**src/rtl/pb_event_scheduler_if.sv**
```systemverilog
// ---------------------------------------------------------------------------
// pb_event_scheduler_if
// Press-event handshake between the push-button scheduler and its consumer.
//   evt_valid : a press event is presented (scheduler -> consumer)
//   evt_id    : index of the pressed button (scheduler -> consumer)
//   evt_ready : consumer accepts the presented event (consumer -> scheduler)
// The master modport is the scheduler side, the slave modport the consumer.
// ---------------------------------------------------------------------------
interface pb_event_scheduler_if #(
  parameter int N_PB = 4
) ();

  localparam int ID_W = (N_PB > 1) ? $clog2(N_PB) : 1;

  logic            evt_valid;
  logic [ID_W-1:0] evt_id;
  logic            evt_ready;

  modport master (
    output evt_valid,
    output evt_id,
    input  evt_ready
  );

  modport slave (
    input  evt_valid,
    input  evt_id,
    output evt_ready
  );

endinterface

```
**src/rtl/pb_event_scheduler.sv**
```systemverilog
// ---------------------------------------------------------------------------
// pb_event_scheduler
// Debounces N_PB raw push buttons on the 20 MHz clock and turns each confirmed
// press (0->1 of the debounced level) into exactly one event on a valid/ready
// port. Requests wait in a pending register and are served round-robin.
//
// Ports:
//   clk_20mhz   : sole clock, rising edge
//   rst_n       : asynchronous active-low reset
//   PB          : raw asynchronous button levels, 1 = pressed
//   pb_level    : debounced stable level per button
//   evt_overrun : sticky, a press was lost because its request was pending
//   evt         : event handshake (master side: evt_valid, evt_id, evt_ready)
// ---------------------------------------------------------------------------
module pb_event_scheduler #(
  parameter int N_PB         = 4,
  parameter int TICK_DIV     = 20000,
  parameter int STABLE_TICKS = 10
) (
  input  logic                 clk_20mhz,
  input  logic                 rst_n,
  input  logic [N_PB-1:0]      PB,
  output logic [N_PB-1:0]      pb_level,
  output logic                 evt_overrun,
  pb_event_scheduler_if.master evt
);

  localparam int ID_W  = (N_PB > 1) ? $clog2(N_PB) : 1;
  localparam int PRE_W = (TICK_DIV > 1) ? $clog2(TICK_DIV) : 1;

  localparam logic [PRE_W-1:0] PRE_MAX    = PRE_W'(TICK_DIV - 1);
  localparam logic [7:0]       STABLE_MAX = 8'(STABLE_TICKS);
  localparam logic [ID_W-1:0]  LAST_ID    = ID_W'(N_PB - 1);

  typedef enum logic [0:0] {
    ST_IDLE    = 1'b0,
    ST_PRESENT = 1'b1
  } state_t;

  // First set request at or above ptr, wrapping; MSB of the result = found.
  function automatic logic [ID_W:0] rr_pick(input logic [N_PB-1:0] req,
                                            input logic [ID_W-1:0] ptr);
    logic            found;
    logic [ID_W-1:0] idx;
    int              j;
    found = 1'b0;
    idx   = {ID_W{1'b0}};
    for (int k = 0; k < N_PB; k++) begin
      j = (int'(ptr) + k) % N_PB;
      if (!found && req[j]) begin
        found = 1'b1;
        idx   = ID_W'(j);
      end else begin
        found = found;
      end
    end
    return {found, idx};
  endfunction

  logic [N_PB-1:0]  sync1_r;
  logic [N_PB-1:0]  pb_sync_r;
  logic [PRE_W-1:0] pre_cnt_r;
  logic             tick_s;
  logic [7:0]       cnt_r     [N_PB];
  logic [7:0]       cnt_nxt_s [N_PB];
  logic [N_PB-1:0]  level_r;
  logic [N_PB-1:0]  level_nxt_s;
  logic [N_PB-1:0]  press_s;
  logic [N_PB-1:0]  pend_r;
  logic [N_PB-1:0]  pend_nxt_s;
  logic [N_PB-1:0]  grant_mask_s;
  logic             overrun_r;
  logic             overrun_set_s;
  logic [ID_W:0]    pick_s;
  logic             pick_found_s;
  logic [ID_W-1:0]  pick_idx_s;
  logic [ID_W-1:0]  rr_ptr_r;
  logic [ID_W-1:0]  rr_next_s;
  logic             grant_s;
  state_t           state_r;
  state_t           next_state_s;
  logic             evt_valid_r;
  logic [ID_W-1:0]  evt_id_r;

  assign pb_level      = level_r;
  assign evt_overrun   = overrun_r;
  assign evt.evt_valid = evt_valid_r;
  assign evt.evt_id    = evt_id_r;

  // Two-flop synchronizer for the raw button levels.
  always_ff @(posedge clk_20mhz or negedge rst_n) begin
    if (!rst_n) begin
      sync1_r   <= {N_PB{1'b0}};
      pb_sync_r <= {N_PB{1'b0}};
    end else begin
      sync1_r   <= PB;
      pb_sync_r <= sync1_r;
    end
  end

  // Shared sample-tick prescaler, wraps at TICK_DIV-1.
  always_ff @(posedge clk_20mhz or negedge rst_n) begin
    if (!rst_n) begin
      pre_cnt_r <= {PRE_W{1'b0}};
    end else if (pre_cnt_r == PRE_MAX) begin
      pre_cnt_r <= {PRE_W{1'b0}};
    end else begin
      pre_cnt_r <= pre_cnt_r + PRE_W'(1);
    end
  end

  assign tick_s = (pre_cnt_r == PRE_MAX);

  // Per-button stability counters; a level is accepted on the tick where the
  // incremented count would reach STABLE_TICKS. Only 0->1 raises press_s.
  always_comb begin
    level_nxt_s = level_r;
    press_s     = {N_PB{1'b0}};
    for (int i = 0; i < N_PB; i++) begin
      cnt_nxt_s[i] = cnt_r[i];
      if (!tick_s) begin
        cnt_nxt_s[i] = cnt_r[i];
      end else if (pb_sync_r[i] == level_r[i]) begin
        cnt_nxt_s[i] = 8'd0;
      end else if ((cnt_r[i] + 8'd1) == STABLE_MAX) begin
        cnt_nxt_s[i]   = 8'd0;
        level_nxt_s[i] = ~level_r[i];
        press_s[i]     = ~level_r[i];
      end else begin
        cnt_nxt_s[i] = cnt_r[i] + 8'd1;
      end
    end
  end

  // Debounce state registers.
  always_ff @(posedge clk_20mhz or negedge rst_n) begin
    if (!rst_n) begin
      level_r <= {N_PB{1'b0}};
      for (int i = 0; i < N_PB; i++) begin
        cnt_r[i] <= 8'd0;
      end
    end else begin
      level_r <= level_nxt_s;
      for (int i = 0; i < N_PB; i++) begin
        cnt_r[i] <= cnt_nxt_s[i];
      end
    end
  end

  assign pick_s       = rr_pick(pend_r, rr_ptr_r);
  assign pick_found_s = pick_s[ID_W];
  assign pick_idx_s   = pick_s[ID_W-1:0];
  assign rr_next_s    = (pick_idx_s == LAST_ID) ? {ID_W{1'b0}} : (pick_idx_s + ID_W'(1));

  // Arbiter next-state logic.
  always_comb begin
    next_state_s = state_r;
    case (state_r)
      ST_IDLE: begin
        if (pick_found_s) begin
          next_state_s = ST_PRESENT;
        end else begin
          next_state_s = ST_IDLE;
        end
      end
      ST_PRESENT: begin
        if (evt.evt_ready) begin
          next_state_s = ST_IDLE;
        end else begin
          next_state_s = ST_PRESENT;
        end
      end
      default: next_state_s = ST_IDLE;
    endcase
  end

  // Arbiter outputs: a grant only ever happens from IDLE, so an acceptance
  // cycle never also grants.
  always_comb begin
    grant_s = 1'b0;
    case (state_r)
      ST_IDLE:    grant_s = pick_found_s;
      ST_PRESENT: grant_s = 1'b0;
      default:    grant_s = 1'b0;
    endcase
  end

  // Arbiter state register.
  always_ff @(posedge clk_20mhz or negedge rst_n) begin
    if (!rst_n) begin
      state_r <= ST_IDLE;
    end else begin
      state_r <= next_state_s;
    end
  end

  // Pending requests: a same-cycle press beats the grant clear, and that case
  // is not an overrun because the granted event is the one being issued.
  always_comb begin
    grant_mask_s  = grant_s ? (N_PB'(1) << pick_idx_s) : {N_PB{1'b0}};
    pend_nxt_s    = (pend_r & ~grant_mask_s) | press_s;
    overrun_set_s = |(press_s & pend_r & ~grant_mask_s);
  end

  // Pending register, sticky overrun and registered event outputs.
  always_ff @(posedge clk_20mhz or negedge rst_n) begin
    if (!rst_n) begin
      pend_r      <= {N_PB{1'b0}};
      overrun_r   <= 1'b0;
      evt_valid_r <= 1'b0;
      evt_id_r    <= {ID_W{1'b0}};
      rr_ptr_r    <= {ID_W{1'b0}};
    end else begin
      pend_r      <= pend_nxt_s;
      overrun_r   <= overrun_r | overrun_set_s;
      evt_valid_r <= (next_state_s == ST_PRESENT);
      if (grant_s) begin
        evt_id_r <= pick_idx_s;
        rr_ptr_r <= rr_next_s;
      end
    end
  end

endmodule
```
**src/flat_wrapper.sv**
```systemverilog
// flat-port wrapper written by rule: the top's interface ports become plain ports
module pb_event_scheduler_flat 
#(
  parameter int N_PB         = 4,
  parameter int TICK_DIV     = 20000,
  parameter int STABLE_TICKS = 10
)
  (clk_20mhz, rst_n, PB, pb_level, evt_overrun, evt_evt_valid, evt_evt_id, evt_evt_ready);
  pb_event_scheduler_if #(.N_PB(N_PB)) evt_i ();
  input  logic clk_20mhz;
  input  logic rst_n;
  input  logic [N_PB-1:0] PB;
  output logic [N_PB-1:0] pb_level;
  output logic evt_overrun;
  output wire logic [$bits(evt_i.evt_valid)-1:0] evt_evt_valid;
  output wire logic [$bits(evt_i.evt_id)-1:0] evt_evt_id;
  input wire logic [$bits(evt_i.evt_ready)-1:0] evt_evt_ready;
  assign evt_evt_valid = evt_i.evt_valid;
  assign evt_evt_id = evt_i.evt_id;
  assign evt_i.evt_ready = evt_evt_ready;
  pb_event_scheduler #(.N_PB(N_PB), .TICK_DIV(TICK_DIV), .STABLE_TICKS(STABLE_TICKS)) u_core (.clk_20mhz(clk_20mhz), .rst_n(rst_n), .PB(PB), .pb_level(pb_level), .evt_overrun(evt_overrun), .evt(evt_i));
endmodule
```
**config.mk**
```make
export PLATFORM = sky130hd
export DESIGN_NAME = pb_event_scheduler_flat
export DESIGN_NICKNAME = d
export VERILOG_FILES = /design/src/rtl/pb_event_scheduler_if.sv /design/src/rtl/pb_event_scheduler.sv /design/src/flat_wrapper.sv
export SDC_FILE = /design/constraint.sdc
export NUM_CORES = 1
export LEC_CHECK = 0
export CORE_ASPECT_RATIO = 1.1
export CORE_MARGIN = 1
export CORE_UTILIZATION = 35
export DETAILED_ROUTE_END_ITERATION = 12
export GPL_TIMING_DRIVEN = 0
export MAX_ROUTING_LAYER = met4
export PLACE_DENSITY_LB_ADDON = 0.08
export SLEW_MARGIN = 20
export SYNTH_ARGS = -nofsm -noshare
export SYNTH_HDL_FRONTEND = slang
export SYNTH_SLANG_ARGS = --single-unit
```
**constraint.sdc**
```tcl
create_clock -name clk_20mhz -period 3.4 [get_ports clk_20mhz]
set_clock_uncertainty 0.2 [all_clocks]
set_input_delay 0.68 -clock clk_20mhz [delete_from_list [all_inputs] [get_ports clk_20mhz]]
set_output_delay 0.68 -clock clk_20mhz [all_outputs]
set_load 0.02 [all_outputs]
```
After elaboration in Yosys (flattened, before gate mapping)

Index checks and enable logic that the tools add are counted.
W data, S select, Z words.

Bitwise gates (word level): 18
Add/subtract/negate cells: 9
Equal/unequal tests: 10
Order comparisons: 4
Mux-type cells: 46
Shift operators: 1
Reduce and logical (&&, ||, !) cells: 14

Operators by type and width:

| kind                    | number |
|---|---|
| $mux W8                 | 8 |
| $add A8 B1 Y8 const B   | 4 |
| $eq A8 B4 Y1 const B    | 4 |
| $mux W1                 | 25 |
| $add A15 B1 Y15 const B | 1 |
| $eq A15 B15 Y1 const B  | 1 |
| $mux W15                | 1 |
| $and A4 B4 Y4           | 3 |
| $lt A3 B4 Y1 const B    | 3 |
| $reduce_and A3 Y1       | 4 |
| $mux W2                 | 5 |
| $not A1 Y1              | 9 |
| $bmux W1 S2             | 4 |
| $reduce_or A2 Y1        | 3 |
| $add A2 B1 Y2 const B   | 2 |
| $add A2 B2 Y2 const B   | 2 |
| $eq A1 B1 Y1            | 4 |
| $mux W4                 | 1 |
| $not A4 Y4              | 1 |
| $or A4 B4 Y4            | 1 |
| $pmux W1 S2             | 2 |
| $reduce_or A4 Y1        | 1 |
| $shl A1 B2 Y4 const A   | 1 |
| $and A1 B1 Y1 const A   | 3 |
| other kinds (5)         | 9 |

Output and inout bits: 8
Bits of input ports: 7
Register bits after elaboration: 69
Logic and storage cells: 118

Depth between registers and ports, before layout

Gate-level depths: netlist (run 1).

Depth in word-level cells: 20
Depth in mapped cells: 12
Depth with buffers taken out: 12

Least setup slack after synthesis (run 1)

No wires, ideal clock.

Kind: flip-flop to flip-flop
Start: reg u_core.cnt_r[24] (netlist name)
End: reg u_core.level_r[0] (netlist: u_core.pb_level[0])
Path buffers: 0
Arrival time: 2.057 ns
Clock period less this slack: 2.382 ns
Slack: 1.018 ns
Data required time: 3.075 ns
Stages on the path, launching flop included: 8
Setup time: 0.125 ns
Cell sequence: dfrtp_1 ha_1 and3_1 nand3_1 xor2_1 or4b_1 nor2_1 mux2_2

Cells in the longest elaborated chain, start to end: 3

RTL lines:

| what                               | line                      | RTL |
|---|---|---|
| start: declaration                 | pb_event_scheduler.sv:64  | `logic [7:0] cnt_r [N_PB];` |
| start signal: indexed assignment   | pb_event_scheduler.sv:145 | `cnt_r[i] <= cnt_nxt_s[i];` |
| $add A8 B1 Y8                      | pb_event_scheduler.sv:125 | `end else if ((cnt_r[i] + 8'd1) == STABLE_MAX) begin` |
| $eq A8 B4 Y1                       | pb_event_scheduler.sv:125 |  |
| $reduce_and A3 Y1 (no source line) | --                        |  |
| end signal: assignment             | pb_event_scheduler.sv:138 | `level_r <= {N_PB{1'b0}};` |
| end signal: assignment             | pb_event_scheduler.sv:143 | `level_r <= level_nxt_s;` |
| end: declaration                   | pb_event_scheduler.sv:66  | `logic [N_PB-1:0] level_r;` |

Every way passes these cells.
A chain may end at the register's enable or synchronous reset.

Worst setup path in the final report (run 1)

Start: reg u_core.pend_r[1]
End: reg u_core.overrun_r (netlist: u_core.evt_overrun)

Cells in the longest elaborated chain, start to end: 18
Elaborated cells on any way between the ends: 33
Classes of those cells: shift: 1; mux: 21; bitwise: 4; reduce/logical: 7

RTL lines:

| what                           | line                      | RTL |
|---|---|---|
| start: declaration             | pb_event_scheduler.sv:69  | `logic [N_PB-1:0] pend_r;` |
| start signal: assignment       | pb_event_scheduler.sv:208 | `pend_r <= {N_PB{1'b0}};` |
| start signal: assignment       | pb_event_scheduler.sv:214 | `pend_r <= pend_nxt_s;` |
| $bmux W1 S2                    | pb_event_scheduler.sv:50  | `if (!found && req[j]) begin` |
| $mux W1 (implied by the code)  | pb_event_scheduler.sv:50  |  |
| $mux W1                        | pb_event_scheduler.sv:50  |  |
| $logic_not A1 Y1               | pb_event_scheduler.sv:50  |  |
| $logic_and A1 B1 Y1            | pb_event_scheduler.sv:50  |  |
| $mux W1                        | pb_event_scheduler.sv:50  |  |
| $logic_not A1 Y1               | pb_event_scheduler.sv:50  |  |
| $logic_and A1 B1 Y1            | pb_event_scheduler.sv:50  |  |
| [... 3 more ...]               | --                        |  |
| $mux W2 *                      | pb_event_scheduler.sv:50  |  |
| named net u_core.pick_idx_s[0] | pb_event_scheduler.sv:76  | `logic [ID_W-1:0] pick_idx_s;` |
| $shl A1 B2 Y4 *                | pb_event_scheduler.sv:200 | `grant_mask_s = grant_s ? (N_PB'(1) << pick_idx_s) : {N_PB{1'b0}};` |
| $mux W4 *                      | pb_event_scheduler.sv:200 |  |
| $not A4 Y4 *                   | pb_event_scheduler.sv:202 | `overrun_set_s = \|(press_s & pend_r & ~grant_mask_s);` |
| $and A4 B4 Y4 *                | pb_event_scheduler.sv:202 |  |
| $reduce_or A4 Y1 *             | pb_event_scheduler.sv:202 |  |
| $or A1 B1 Y1 *                 | pb_event_scheduler.sv:215 | `overrun_r <= overrun_r \| overrun_set_s;` |
| end signal: assignment         | pb_event_scheduler.sv:215 |  |
| end: declaration               | pb_event_scheduler.sv:72  | `logic overrun_r;` |

Mark *: on every way through the listed nets, which the timed path passes. The rest lies on a longest branch. The select of a mux whose other input is x is not followed.

==> results of run 1 <==
-- registers in the layout, indices dropped and copies added, names as in the netlist --
signal / count
u_core.cnt_r: 32
u_core.state_r: 1
u_core.rr_ptr_r: 2
u_core.pend_r: 4
u_core.pb_level: 4
u_core.evt_overrun: 1
u_core.sync1_r: 4
u_core.pre_cnt_r: 15
u_core.pb_sync_r: 4
u_core.evt.evt_id: 2
-- cell type report --
| type | instances | area [um2] |
|---|---|---|
| timing repair buffer | 15 | 165 |
| fill | 1014 | 5990 |
| inverter | 14 | 52.6 |
| clock inverter | 5 | 58.8 |
| buffer | 12 | 56.3 |
| tap | 143 | 179 |
| sequential | 69 | 1730 |
| multi-input combinational | 295 | 1870 |
| clock buffer | 11 | 253 |
-- cell families after synthesis --
kind of cell,after synthesis,share of synthesized area
adders and majority gates,13,0.0439
xor gates and xnor gates,28,0.0663
AOI/OAI and AO/OA,92,0.149
buffers and inverters,26,0.0294
and+or+nand+nor,155,0.223
muxes,7,0.0210
DFF,69,0.467
-- synth_stat cells, types with 8 or more instances --
cell                       number
sky130_fd_sc_hd__clkbuf_1       8
sky130_fd_sc_hd__a21oi_1       10
sky130_fd_sc_hd__a31oi_1        9
sky130_fd_sc_hd__nand2b_1       8
sky130_fd_sc_hd__ha_1          13
sky130_fd_sc_hd__nor3_1         9
sky130_fd_sc_hd__inv_1         14
sky130_fd_sc_hd__xor2_1        11
sky130_fd_sc_hd__xnor2_1       17
sky130_fd_sc_hd__dfrtp_1       69
sky130_fd_sc_hd__nor2_1        36
sky130_fd_sc_hd__nand2_1       36
sky130_fd_sc_hd__and3_1         9
sky130_fd_sc_hd__nand3_1       18
sky130_fd_sc_hd__o21ai_0       40
-- where the power goes --
part | switching (mW) | internal (mW) | total, mW
clock | 0.363 | 0.607 | 0.971
sequential | 0.00308 | 0.826 | 0.829
combinational | 0.0253 | 0.0131 | 0.0383
total | 0.392 | 1.45 | 1.84
-- how the worst min path moves through the flow --
stage | from | endpoint | slack [ns] | cells past startpoint
3_3_place_gp | u_core.sync1_r[3] | u_core.pb_sync_r[3] | 0.13 | 0
6_report | rst_n | u_core.cnt_r[20] | 0.06 | 1
5_1_grt | rst_n | u_core.cnt_r[20] | 0.08 | 1
4_1_cts | rst_n | u_core.cnt_r[20] | 0.07 | 1
3_5_place_dp | u_core.sync1_r[1] | u_core.pb_sync_r[1] | 0.14 | 0
2_1_floorplan | u_core.sync1_r[0] | u_core.pb_sync_r[0] | 0.13 | 0
-- routing by layer --
| layer | vias to the layer above | track usage |
|---|---|---|
| met5 | - | - |
| met4 | 0 | 0.0694 |
| met3 | 9 | 0.0388 |
| met2 | 29 | 0.270 |
| met1 | 1396 | 0.225 |
| li1 | 1461 | - |
==> implementation parameters, run 1 <==
Parameter                              Value

Clock tree
  Cells resized by post-CTS repair ... 0
  Postcts setup bufs ... 0
  Source-to-sink clock delay at the later pin of the worst-skew pair ... 0.34 ns
  Clock transition at the register clock pins on the worst setup and hold paths after CTS ... 0.06 ns
  CTS tree ... done
  Cts-stage hold buffer count ... 0
  Number of clock sinks ... 69
  Total clock buffers created by CTS ... 9
  Buffers from clock root to sink, at most ... 2
  Clk root buf ... sky130_fd_sc_hd__clkbuf_16
  H-tree Lvls ... 3

Job
  Max-capacitance violation count ... 0

Timing
  Number of hold violations in the final report ... 0
  Headroom to the max-slew limit ... 0.423
  Period utilisation layout ... 0.788
  Setup repair after global routing missed its margin ... false
  Sum Neg Setup Slack ... 0 ns
  Fin Hold WS ... about 0.056 ns
  Worst Tran Pin Value ... ~0.86 ns
  Final period demand of the worst path ... 2.68 ns
  Number of pins with negative max-slew slack in the final report ... 0
  Final setup margin ... around 0.7 ns
  Final setup violating endpoints ... 0
  Achievable frequency ... between 0.3 and 0.4 GHz

Cells and area
  Layout cell share with drive strength beyond 1 ... 0.0808
  Util after Layout ... 0.421
  Design Area, Final ... 0.00436 mm2
  Final instance count without filler cells ... ~560
  Most used cells in the layout excluding fill and tap cells ... sky130_fd_sc_hd__dfrtp_1 (69), sky130_fd_sc_hd__o21ai_0 (40), sky130_fd_sc_hd__nand2_1 (36), sky130_fd_sc_hd__nor2_1 (36), sky130_fd_sc_hd__nand3_1 (18)
  Final layout net count ... 436
  Most common cell after layout, fill and taps aside ... sky130_fd_sc_hd__dfrtp_1
  Antenna Diode Count ... 0
  Layout-stage area growth over the synthesis result ... 17.7%

Place
  Number of cells in the design after placement ... 548
  Final RePlAce weighted congestion ... between 0.7 and 0.8
  Post-placement cell area ... slightly above 0.004 mm2
  Setup Slack @ Placement ... approximately 0.74 ns
  Detailed-placement wirelength estimate ... between 5000 and 6000 um
  IO buf count ... 14

Routing
  First-pass detailed-route iteration total ... 4
  Detailed router's first-iteration violation count ... ~120
  Wirelength per Cell ... 14.7 um
  Total number of vias ... 2,895
  Final WL ... 8310 um
  Met2 wire length ... 3780 um
  Met3 wirelength from detailed routing ... roughly 230 um
  Uppermost signal routing layer after detailed routing ... met4
  Antenna-violating nets left ... 0
  Drc violations ... 0
  Vias per Instance ... about 5
  Post-route met1 wirelength ... 4170 um

Global routing
  Wire length of the first global-routing pass ... 14,200 um
  Total congestion overflow after global routing ... 0
  All-Layer GR Usage ... 0.175
  Initial antenna violation count ... 0
  Largest net degree at the start of global routing ... 45
  Number of global-route vias before repair ... 2,839

Synth
  Synthesized cell area ... 0.00370 mm2
  EDFF count, synth ... 0
  FFs w/ async S/R, synth ... 1.00
  Share of the synthesized area in the top cell type ... 0.467
  Post-Synthesis Net Count ... ~400
  Synth Register Bits ... ~70
  Top flip-flop cell by instance count after synthesis ... sky130_fd_sc_hd__dfrtp_1
  Seq/Total Area, Yosys ... 0.467
  Number of unique standard cell types used by synthesis ... 55
  Post-synthesis cell count ... 390
  Cell taking the most area after synthesis ... sky130_fd_sc_hd__dfrtp_1
  Most area-consuming cells after synthesis ... sky130_fd_sc_hd__dfrtp_1 (47%), sky130_fd_sc_hd__o21ai_0 (5.4%), sky130_fd_sc_hd__ha_1 (4.4%)
  Syn avg cell area ... 9.49 um2
  YS warnings ... 0

Worst setup path
  Count of buffer and inverter cells on the critical path ... 1
  Critical path launch point type ... flop
  CP Capture Type ... flop
  Cell Chain, Critical Path ... nor4_1 -> nor2b_1 -> ha_1 -> inv_1 -> o21ai_0 -> or3_1 -> o32a_1 -> nand3_2
  Critical path depth ... 8
  Max Fanout on Critical Path ... 6
  CP endpoint ... u_core.evt_overrun
  Family of cells with the greatest summed delay on the critical path ... simple AND/OR/NAND/NOR gates
  Reg-to-reg setup timing slack ... 0.72 ns
  FF-to-FF End ... u_core.evt_overrun
  Beginning of the critical path ... u_core.pend_r[1]
  Slowest cell delay on critical path ... 0.77 ns
  Worst path arrival time ... 2.75 ns
  Worst-case reg-to-reg path depth ... 8
  Worst path required time ... 3.47 ns
  Launch instance of the worst register-to-register path ... u_core.pend_r[1]
  Slowest-stage cell, CP ... sky130_fd_sc_hd__nor4_1
  Type of the worst setup path ... flop to flop

Floorplanning
  Row count ... 39
  Standard cell core area ... ~0.010 mm2
  Horiz. Die Dim ... 100 um
  Height of the die ... 110 um
  Initial core utilization ... 0.358
  Total die area ... around 0.011 mm2
  Top Ports ... 15

Power and ir drop
  PnR Total Power ... 1.84 mW
  Maximum vdd ir drop ... 0.208 mV
  Static leakage ... approximately 1.8 nW
  Power density of the placed cells ... 422 mW/mm2

Status
  Run status ... completed

Min path
  Hold crit path type ... primary input to async pin
Note: power is estimated with default switching activity, not from simulation.
==> run 2, diff against run 1 <==
clock period = 2.6 ns   (was 3.4 ns; I/O delays follow)
==> run 2 against run 1 <==
Against the previous run: register-to-register slack got worse by 0.60 ns; clock-buffer cell count did not move; wire length up 0.49%; utilization increased by 0.57 points; die area did not move; fmax up 7.9%; total power up 31%; final area increased by 1.3%; sequential power grew 30%; combinational power up 34%; non-clock buffer count increased by 3; largest power group unchanged.
==> implementation parameters, run 2 (same netlist as run 1, synthesis figures left out) <==
Parameter                              Value

Status
  Run status ... completed

Clock tree
  Clock transition at the register clock pins on the worst setup and hold paths after CTS ... approximately 0.06 ns
  CTS tree ... done
  Buffers from clock root to sink, at most ... 2
  Clk root buf ... sky130_fd_sc_hd__clkbuf_16
  Number of clock sinks ... 69
  Total clock buffers created by CTS ... 9
  Source-to-sink clock delay at the later pin of the worst-skew pair ... 0.34 ns
  H-tree Lvls ... 3

Cells and area
  Largest registers in the final layout ... u_core.cnt_r: 32 flops, u_core.pre_cnt_r: 15 flops
  Design Area, Final ... 0.00442 mm2
  Register with the most flip-flops ... u_core.cnt_r
  Util after Layout ... 0.427
  Antenna Diode Count ... 0
  Most used cells in the layout excluding fill and tap cells ... sky130_fd_sc_hd__dfrtp_1 (68), sky130_fd_sc_hd__o21ai_0 (39), sky130_fd_sc_hd__nor2_1 (36)
  Final layout net count ... around 440
  Layout-stage area growth over the synthesis result ... 19.3%
  Layout cell share with drive strength beyond 1 ... 0.111
  Final instance count without filler cells ... 567
  Most common cell after layout, fill and taps aside ... sky130_fd_sc_hd__dfrtp_1
  Max FFs per register ... 32

Routing
  Wirelength per Cell ... 14.7 um
  Vias per Instance ... 5.08
  Drc violations ... 0
  Final WL ... 8350 um
  Antenna-violating nets left ... 0
  First-pass detailed-route iteration total ... 4
  Total number of vias ... 2,883
  Detailed router's first-iteration violation count ... 127

Timing
  Final period demand of the worst path ... 2.48 ns
  Number of pins with negative max-slew slack in the final report ... 0
  Headroom to the max-slew limit ... 0.552
  Fin Hold WS ... ~0.15 ns
  Final setup violating endpoints ... 0
  Setup repair after global routing missed its margin ... false
  Period utilisation layout ... 0.955
  Achievable frequency ... about 0.4 GHz
  Worst Tran Pin Value ... 0.667 ns
  Number of hold violations in the final report ... 0
  Sum Neg Setup Slack ... 0 ns
  Final setup margin ... 0.118 ns

Power and ir drop
  PnR Total Power ... 2.41 mW
  Static leakage ... 1.82 nW
  Power density of the placed cells ... 545 mW/mm2
  Maximum vdd ir drop ... 0.270 mV

Min path
  Worst hold stages ... 0
  Hold crit path type ... flop to flop

Place
  IO buf count ... 14
  Setup Slack @ Placement ... -0.0631 ns
  Detailed-placement wirelength estimate ... 5660 um
  Post-placement cell area ... 0.00405 mm2
  Number of cells in the design after placement ... 548
  Final RePlAce weighted congestion ... ~0.73

Worst setup path
  Worst path required time ... 2.61 ns
  Worst-case reg-to-reg path depth ... 7
  Cell Chain, Critical Path ... ha_1 -> and4_1 -> nand2_2 -> or2_0 -> buf_6 -> nor4_4 -> mux2_1
  Slowest cell delay on critical path ... 0.40 ns
  Slowest-stage cell, CP ... sky130_fd_sc_hd__dfrtp_1
  CP Capture Type ... flop
  Max Fanout on Critical Path ... 10
  Type of the worst setup path ... flop to flop
  Critical path launch point type ... flop
  Worst path arrival time ... 2.50 ns

Global routing
  Number of global-route vias before repair ... 2,841
  Largest net degree at the start of global routing ... 45
  Wire length of the first global-routing pass ... 14,200 um
  Initial antenna violation count ... 0
  Total congestion overflow after global routing ... 0
  All-Layer GR Usage ... 0.175

Floorplanning
  Row count ... 39
  Standard cell core area ... between 0.01 and 0.015 mm2
  Horiz. Die Dim ... 100 um
  Total die area ... 0.0110 mm2
  Height of the die ... between 100 and 150 um
  Initial core utilization ... 0.358
  Top Ports ... 15

Job
  Max-capacitance violation count ... 0
[run 2: power breakdown]
part           internal, mW  switching (mW)  total [mW]  leakage, nW
logic                0.0181          0.0333      0.0514        0.741
clock network         0.794           0.477        1.27        0.148
registers              1.08         0.00404        1.08        0.930
[run 2: metal layers]
layer | vias up | global-route usage | routed length (um)
met2 | 25 | 0.270 | 3820
met5 | - | - | 0
met4 | 0 | 0.0694 | 138
li1 | 1460 | - | -
met3 | 8 | 0.0388 | 163
met1 | 1390 | 0.224 | 4230
[run 2: path summary, 6_finish.rpt]
path / from / to / slack, ns
worst max-delay path: u_core.pre_cnt_r[0] / u_core.pb_level[3] / 0.12
worst min-delay path: u_core.sync1_r[1] / u_core.pb_sync_r[1] / 0.15
worst max register to register: u_core.pre_cnt_r[0] / u_core.pb_level[3] / 0.12
worst min register to register: u_core.sync1_r[1] / u_core.pb_sync_r[1] / 0.15
max in group asynchronous: rst_n / u_core.cnt_r[24] / 1.19
min in group asynchronous: rst_n / u_core.cnt_r[20] / 0.44
[run 2: critical path: cells and delay by family (launching register included)]
| kind | cells | cell delay (ns) |
|---|---|---|
| AND/OR/NAND/NOR | 4 | 0.99 |
| flip-flops | 1 | 0.40 |
| multiplexers | 1 | 0.37 |
| adder cells (fa/ha/maj) | 1 | 0.25 |
| buffers and inverters | 1 | 0.15 |
[run 2: what timing repair did]
item | CTS | global route
setup endpoints to repair | 6 | 28
setup buffers | 0 | 2
gates resized for setup | 3 | 12
hold buffers | 1 | 0
pin swaps | 0 | 2
endpoints found under the hold margin | 25 | 0
[run 2: area by class of cell]
class	count	area [um2]
clock inverter	5	58.8
multi-input combinational	295	1890
tap	143	179
timing repair buffer	18	190
clock buffer	11	253
fill	1012	5930
sequential	69	1730
inverter	14	52.6
buffer	12	60.1
==> run 3, diff against run 2 <==
HOLD_SLACK_MARGIN = 0.12   (was not set)
==> results of run 3 <==
The final DEF is identical to that of run 2; final timing and power are the same.
